File: src/rtl/m_dmem_access_ctrl.sv
// m_dmem_access_ctrl
// Sequences MEM-stage loads/stores into a req/ready handshake with an
// external data memory. Freezes the upstream pipeline while an access is
// outstanding, returns load data with a one-cycle write-back strobe and
// raises a sticky flag if the memory fails to answer in time.
//
// Ports:
//   clk, reset              rising-edge clock, synchronous active-high reset
//   memreadM, memwriteM     load / store intent of the MEM-stage instruction
//   aluoutM, writedataM     effective address and store data
//   mem_req, mem_we         registered request and write enable to memory
//   mem_addr, mem_wdata     registered address and store data to memory
//   mem_ready, mem_rdata    memory completion and load data
//   stall                   combinational freeze of IF/ID/EX/MEM registers
//   readdata, wb_valid      registered load data and completion strobe
//   err_timeout             sticky timeout flag, cleared only by reset
//
// state | meaning
// IDLE  | no access outstanding; accept the MEM-stage access if present
// WAIT  | request issued; waiting for mem_ready or timeout
// DONE  | access finished; pipeline advances, MEM/WB captures readdata

module m_dmem_access_ctrl #(
    parameter int          TIMEOUT  = 15,
    parameter logic [31:0] ERR_DATA = 32'hDEADBEEF
) (
    input  logic        clk,
    input  logic        reset,
    input  logic        memreadM,
    input  logic        memwriteM,
    input  logic [31:0] aluoutM,
    input  logic [31:0] writedataM,
    output logic        mem_req,
    output logic        mem_we,
    output logic [31:0] mem_addr,
    output logic [31:0] mem_wdata,
    input  logic        mem_ready,
    input  logic [31:0] mem_rdata,
    output logic        stall,
    output logic [31:0] readdata,
    output logic        wb_valid,
    output logic        err_timeout
);

    localparam int CW = $clog2(TIMEOUT + 1);

    typedef enum logic [1:0] {
        IDLE = 2'd0,
        WAIT = 2'd1,
        DONE = 2'd2
    } state_t;

    state_t        state, state_nx;
    logic [CW-1:0] cnt;
    logic          access;
    logic          accept;
    logic          ready_hit;
    logic          tc_hit;

    assign access    = memreadM | memwriteM;
    assign accept    = (state == IDLE) && access;
    assign ready_hit = (state == WAIT) && mem_ready;
    // ready takes priority over the terminal count on the last WAIT cycle
    assign tc_hit    = (state == WAIT) && !mem_ready && (cnt == '0);

    always_ff @(posedge clk) begin
        if (reset) begin
            state <= IDLE;
        end else begin
            state <= state_nx;
        end
    end

    always_comb begin
        state_nx = state;
        case (state)
            IDLE:    if (access) state_nx = WAIT;
            WAIT:    if (mem_ready || (cnt == '0)) state_nx = DONE;
            DONE:    state_nx = IDLE;
            default: state_nx = IDLE;
        endcase
    end

    always_comb begin
        stall = 1'b0;
        case (state)
            IDLE:    stall = access;
            WAIT:    stall = 1'b1;
            DONE:    stall = 1'b0;
            default: stall = 1'b0;
        endcase
    end

    // Down-counter loaded on request issue; terminal count 0 marks the
    // TIMEOUT-th WAIT cycle without ready.
    always_ff @(posedge clk) begin
        if (reset) begin
            cnt <= '0;
        end else if (accept) begin
            cnt <= CW'(TIMEOUT - 1);
        end else if ((state == WAIT) && !mem_ready && (cnt != '0)) begin
            cnt <= cnt - 1'b1;
        end
    end

    always_ff @(posedge clk) begin
        if (reset) begin
            mem_req     <= 1'b0;
            mem_we      <= 1'b0;
            mem_addr    <= '0;
            mem_wdata   <= '0;
            readdata    <= '0;
            wb_valid    <= 1'b0;
            err_timeout <= 1'b0;
        end else begin
            wb_valid <= ready_hit | tc_hit;
            if (accept) begin
                mem_req   <= 1'b1;
                mem_we    <= memwriteM;
                mem_addr  <= aluoutM;
                mem_wdata <= writedataM;
            end
            if (ready_hit) begin
                mem_req <= 1'b0;
                if (!mem_we) readdata <= mem_rdata;
            end
            if (tc_hit) begin
                mem_req     <= 1'b0;
                err_timeout <= 1'b1;
                if (!mem_we) readdata <= ERR_DATA;
            end
        end
    end

endmodule
File: config.mk
export PLATFORM = sky130hd
export DESIGN_NAME = m_dmem_access_ctrl
export DESIGN_NICKNAME = d
export VERILOG_FILES = /design/src/rtl/m_dmem_access_ctrl.sv
export SDC_FILE = /design/constraint.sdc
export NUM_CORES = 1
export LEC_CHECK = 0
export BUFFER_PORTS_ARGS = -buffer_cell sky130_fd_sc_hd__clkbuf_2
export CAP_MARGIN = 20
export CORE_MARGIN = 2
export CORE_UTILIZATION = 49
export DETAILED_ROUTE_END_ITERATION = 8
export PLACE_DENSITY = 0.92
export SETUP_SLACK_MARGIN = 0.4
export SLEW_MARGIN = 15
export SYNTH_ARGS = -nofsm -noshare
export SYNTH_HDL_FRONTEND = slang
export SYNTH_SLANG_ARGS = --single-unit
File: constraint.sdc
create_clock -name clk -period 5.45 [get_ports clk]
set_input_delay 1.09 -clock clk [delete_from_list [all_inputs] [get_ports clk]]
set_output_delay 1.09 -clock clk [all_outputs]
set_load 0.02 [all_outputs]
After elaboration in Yosys (flattened, before gate mapping):

Index checks and enable logic that the tools add are counted.

* register bits after elaboration: 106

* muxes and demuxes: 10
* bitwise logic cells: 2
* reductions and logical operators: 14
* add/sub/neg operators: 1
* eq/ne operators: 3

Operators by type and width (count)
* 32-bit two-way mux: 4
* 4-bit two-way mux: 2
* 1-bit logical AND: 5
* 4-bit logical NOT: 1
* 2-bit two-way mux: 2
* 2-bit != test, second input constant: 2
* 2-bit case mux with 2 select lines: 1
* 4-bit nonzero test: 1
* 4-bit by 1-bit subtractor with 4-bit output, second input constant: 1
* 3-bit OR reduction: 1
* 2-bit by 1-bit equality test with 1-bit output, second input constant: 1
* 2-bit logical NOT: 1
* 1-bit bitwise OR: 2
* 1-bit case mux with 2 select lines: 1
* 2-bit AND reduction: 1
* 2-bit nonzero test: 1
* 2-bit OR reduction: 1
* 1-bit logical NOT: 1
* 1-bit logical OR: 1

Depth between registers and ports, before layout:

* word-level depth: 5
* depth in mapped cells: 6
* depth with buffers taken out: 5

Worst setup path before layout:

No wires, ideal clock.

* kind: input port to output port
* from: input memwriteM
* to: output stall
* cell stages on the path: 6
* setup slack: 2.119 ns
* arrival time: 2.241 ns
* buffers on the path: 3
* cell sequence: or2_2 -> clkbuf_1 -> clkbuf_1 -> clkbuf_1 -> nor2_1 -> nor2_1

* cells in the longest elaborated chain, start to end: 2

Ends and longest elaborated chain
* start: declaration: line 30 `input logic memwriteM,`
* 1-bit bitwise OR: line 60 `assign access = memreadM | memwriteM;`
* 1-bit case mux with 2 select lines: line 86 `case (state)`
* end: declaration: line 39 `output logic stall,`

No other way between the ends.

Worst setup path in the final report:

Same ends and word-level chain as after synthesis.

==> out/qor.csv <==
stage;metric;value;unit
status;outcome;completed;
sta;setup_viol;0;
job;drv_cap;0;
synthesis;netlist_instances;492;
power;switching_share;33.3;%
detailed_routing;vias;4264;
detailed_routing;wirelength;11600;um
critical_path;crit_required;4.36;ns
critical_path;critPathLaunch;memwriteM;
cells_and_area;n_antenna_cell;0;
sta;finalHoldViolations;0;
critical_path;crit-reg2reg-launch;state[1];
cells_and_area;area_delta_synth_final;28.2;%
cells_and_area;final_cell_mix;clkbuf_2 (200), dfxtp_1 (106), o21ai_0 (76);
cts;cts_tree;done;
placement;hpwlAfterDp;7760;um
cts;clock_sinks;106;
critical_path;r2r_setup_slack;3.26;ns
cts;clk_pin_slew;0.11;ns
sta;timing.hold.ws;0.467;ns
detailed_routing;viasPerCell;5.54;
synthesis;syn-num-nets;594;
power;p_int;1160;uW
cts;clk_latency;0.36;ns
cells_and_area;mostFrequentLayoutCell;clkbuf_2;
critical_path;criticalPathCategory;primary input to output port;
detailed_routing;met1_length;4590;um
detailed_routing;drt_iter0_drc;160;
critical_path;r2r_end;cnt[1];
grt;first_global_vias;3931;
detailed_routing;ant_nets;0;
power;power.density;325;nW/um2
placement;place_inst;751;
power;p_total;1740;uW
cts;cts_inserted_buffers;9;
power;p_leak;0.00237;uW
placement;port-buffer-count;201;
cells_and_area;final_area;5340;um2
grt;grt_pass1_wl;17700;um
detailed_routing;wl_per_cell;15.1;um
detailed_routing;wl_met3;815;um
sta;drv_slew;0;
critical_path;worstPathMaxFanout;3;
sta;worst_pin_slew;1.01;ns
sta;finalCritPeriodShare;54.6;%
placement;place_area;5120;um2
critical_path;cp.arrival;1.89;ns
hold_path;worstHoldPathType;flop to flop;
synthesis;syn_area;4160;um2
synthesis;synth-seq-area-share;51.0;%
power;pwr-share-comb;23.3;%
cts;h-tree-depth;3;
cts;post_cts_buffers;0;
grt;grt_max_degree;115;
grt;antenna_found_initial;0;
detailed_routing;wl_met2;5890;um
floorplan;dieArea;9250;um2
floorplan;initial_core_util;50.7;%
critical_path;startpoint_type;primary input;
floorplan;die_x;96.2;um
cts;cts_resized;0;
power;power_switching;577;uW
cts;clockRootBuffer;clkbuf_8;
floorplan;core_area;8220;um2
power;p_seq_share;51.2;%
synthesis;ys_types;33;
detailed_routing;drc;0;
placement;gp_congestion;0.867;
cells_and_area;instances_no_fill;769;
floorplan;rows;33;
sta;rsz0062_at_grt;false;
power;ir_drop;0.139;mV
detailed_routing;firstDrtPassIters;4;
critical_path;r2r_cells;4;
power;power.share.clock;25.5;%
sta;slew_headroom;32.4;%
critical_path;cp-end-kind;output port;
grt;grt.total_usage;24.1;%
hold_path;hold_depth;2;
cts;clockBufferDepth;2;
detailed_routing;top_layer_used;met4;
floorplan;io_pins;202;
grt;overflow;0;
synthesis;ys_ff_latch;106;
synthesis;yosys_warnings;0;
cts;hold_buffers;0;
synthesis;syn_avg_cell_area;8.46;um2
sta;setup-tns-final;0;ns
sta;period_minus_slack;2.98;ns
cells_and_area;drive_above_1_share;35.8;%
sta;fin_skew;0.0130;ns
sta;max_clock_freq;336;MHz
cells_and_area;final_nets;761;
floorplan;die_h;96.2;um
==> worst max path at each step <==
stage,endpoint,slack [ns],cells after the start
2_1_floorplan,stall,2.12,6
3_3_place_gp,stall,2.49,5
3_5_place_dp,stall,2.48,5
4_1_cts,stall,2.48,5
5_1_grt,stall,2.42,5
6_report,stall,2.47,5
==> area by class of cell <==
type | count | area, um2
sequential | 106 | 2120
timing repair buffer | 206 | 1070
fill | 685 | 2880
inverter | 17 | 63.8
tap | 105 | 131
multi-input combinational | 319 | 1770
clock buffer | 9 | 124
clock inverter | 7 | 52.6
==> stage by stage <==
step	util [%]	setup slack, ns
global route	64.9	2.42
CTS	64.4	2.48
finish	64.9	2.47
global placement	62.3	2.49
detailed placement	62.3	2.48
floorplan	-	2.12
==> cells by family after synthesis <==
logic type,count (synthesis),synth area share (%)
fa+ha+maj,1,0.301
flops,106,51.0
compound gates,175,24.0
buf+inv,67,6.85
simple gates,143,17.9
==> cell usage after synthesis <==
master       n  area (um2)
ha_1         1        12.5
nand2_1      5        18.8
dfxtp_1    106        2120
nor3_1       1        5.00
o21ai_0     76         380
and4bb_2     1        12.5
nand3_1     66         330
a311oi_1     2        17.5
nor3b_1      3        22.5
or3_4        1        11.3
nand4b_1     1        8.76
nand3b_1     8        60.1
nand2b_1     9        56.3
clkbuf_1    37         139
a211oi_2     9         113
buf_2        6        30.0
buf_4        3        22.5
a21oi_1     68         340
o41ai_1      1        8.76
nor2_1      40         150
buf_1        2        7.51
or2_2        2        12.5
a211oi_1    14         105
and3_1       1        6.26
or3b_1       1        8.76
a31oi_1      3        18.8
o21a_1       1        7.51
inv_1       17        63.8
nand4bb_1    1        11.3
nor4b_1      2        17.5
a221oi_1     1        8.76
or3b_4       1        11.3
buf_6        2        22.5
==> critical path: stages <==
cell and delay (ns):
clkbuf_2 0.13, or2_2 0.34, nor2_1 0.09, nor2_1 0.05, clkbuf_2 0.18
==> layer usage <==
layer | up-vias | track usage [%]
li1 | 2058 | -
met1 | 2010 | 28.9
met2 | 169 | 41.2
met3 | 27 | 5.17
met4 | 0 | 11.1
met5 | - | 0
==> power by group through the flow <==
stage | clock network, uW | registers [uW] | logic [uW]
detailed placement | 0 | 904 | 401
finish | 442 | 888 | 405
CTS | 452 | 887 | 403
global route | 484 | 896 | 443
global placement | 0 | 899 | 386
floorplan | 0 | 977 | 185
No activity file was read; power rests on OpenSTA's default activity.
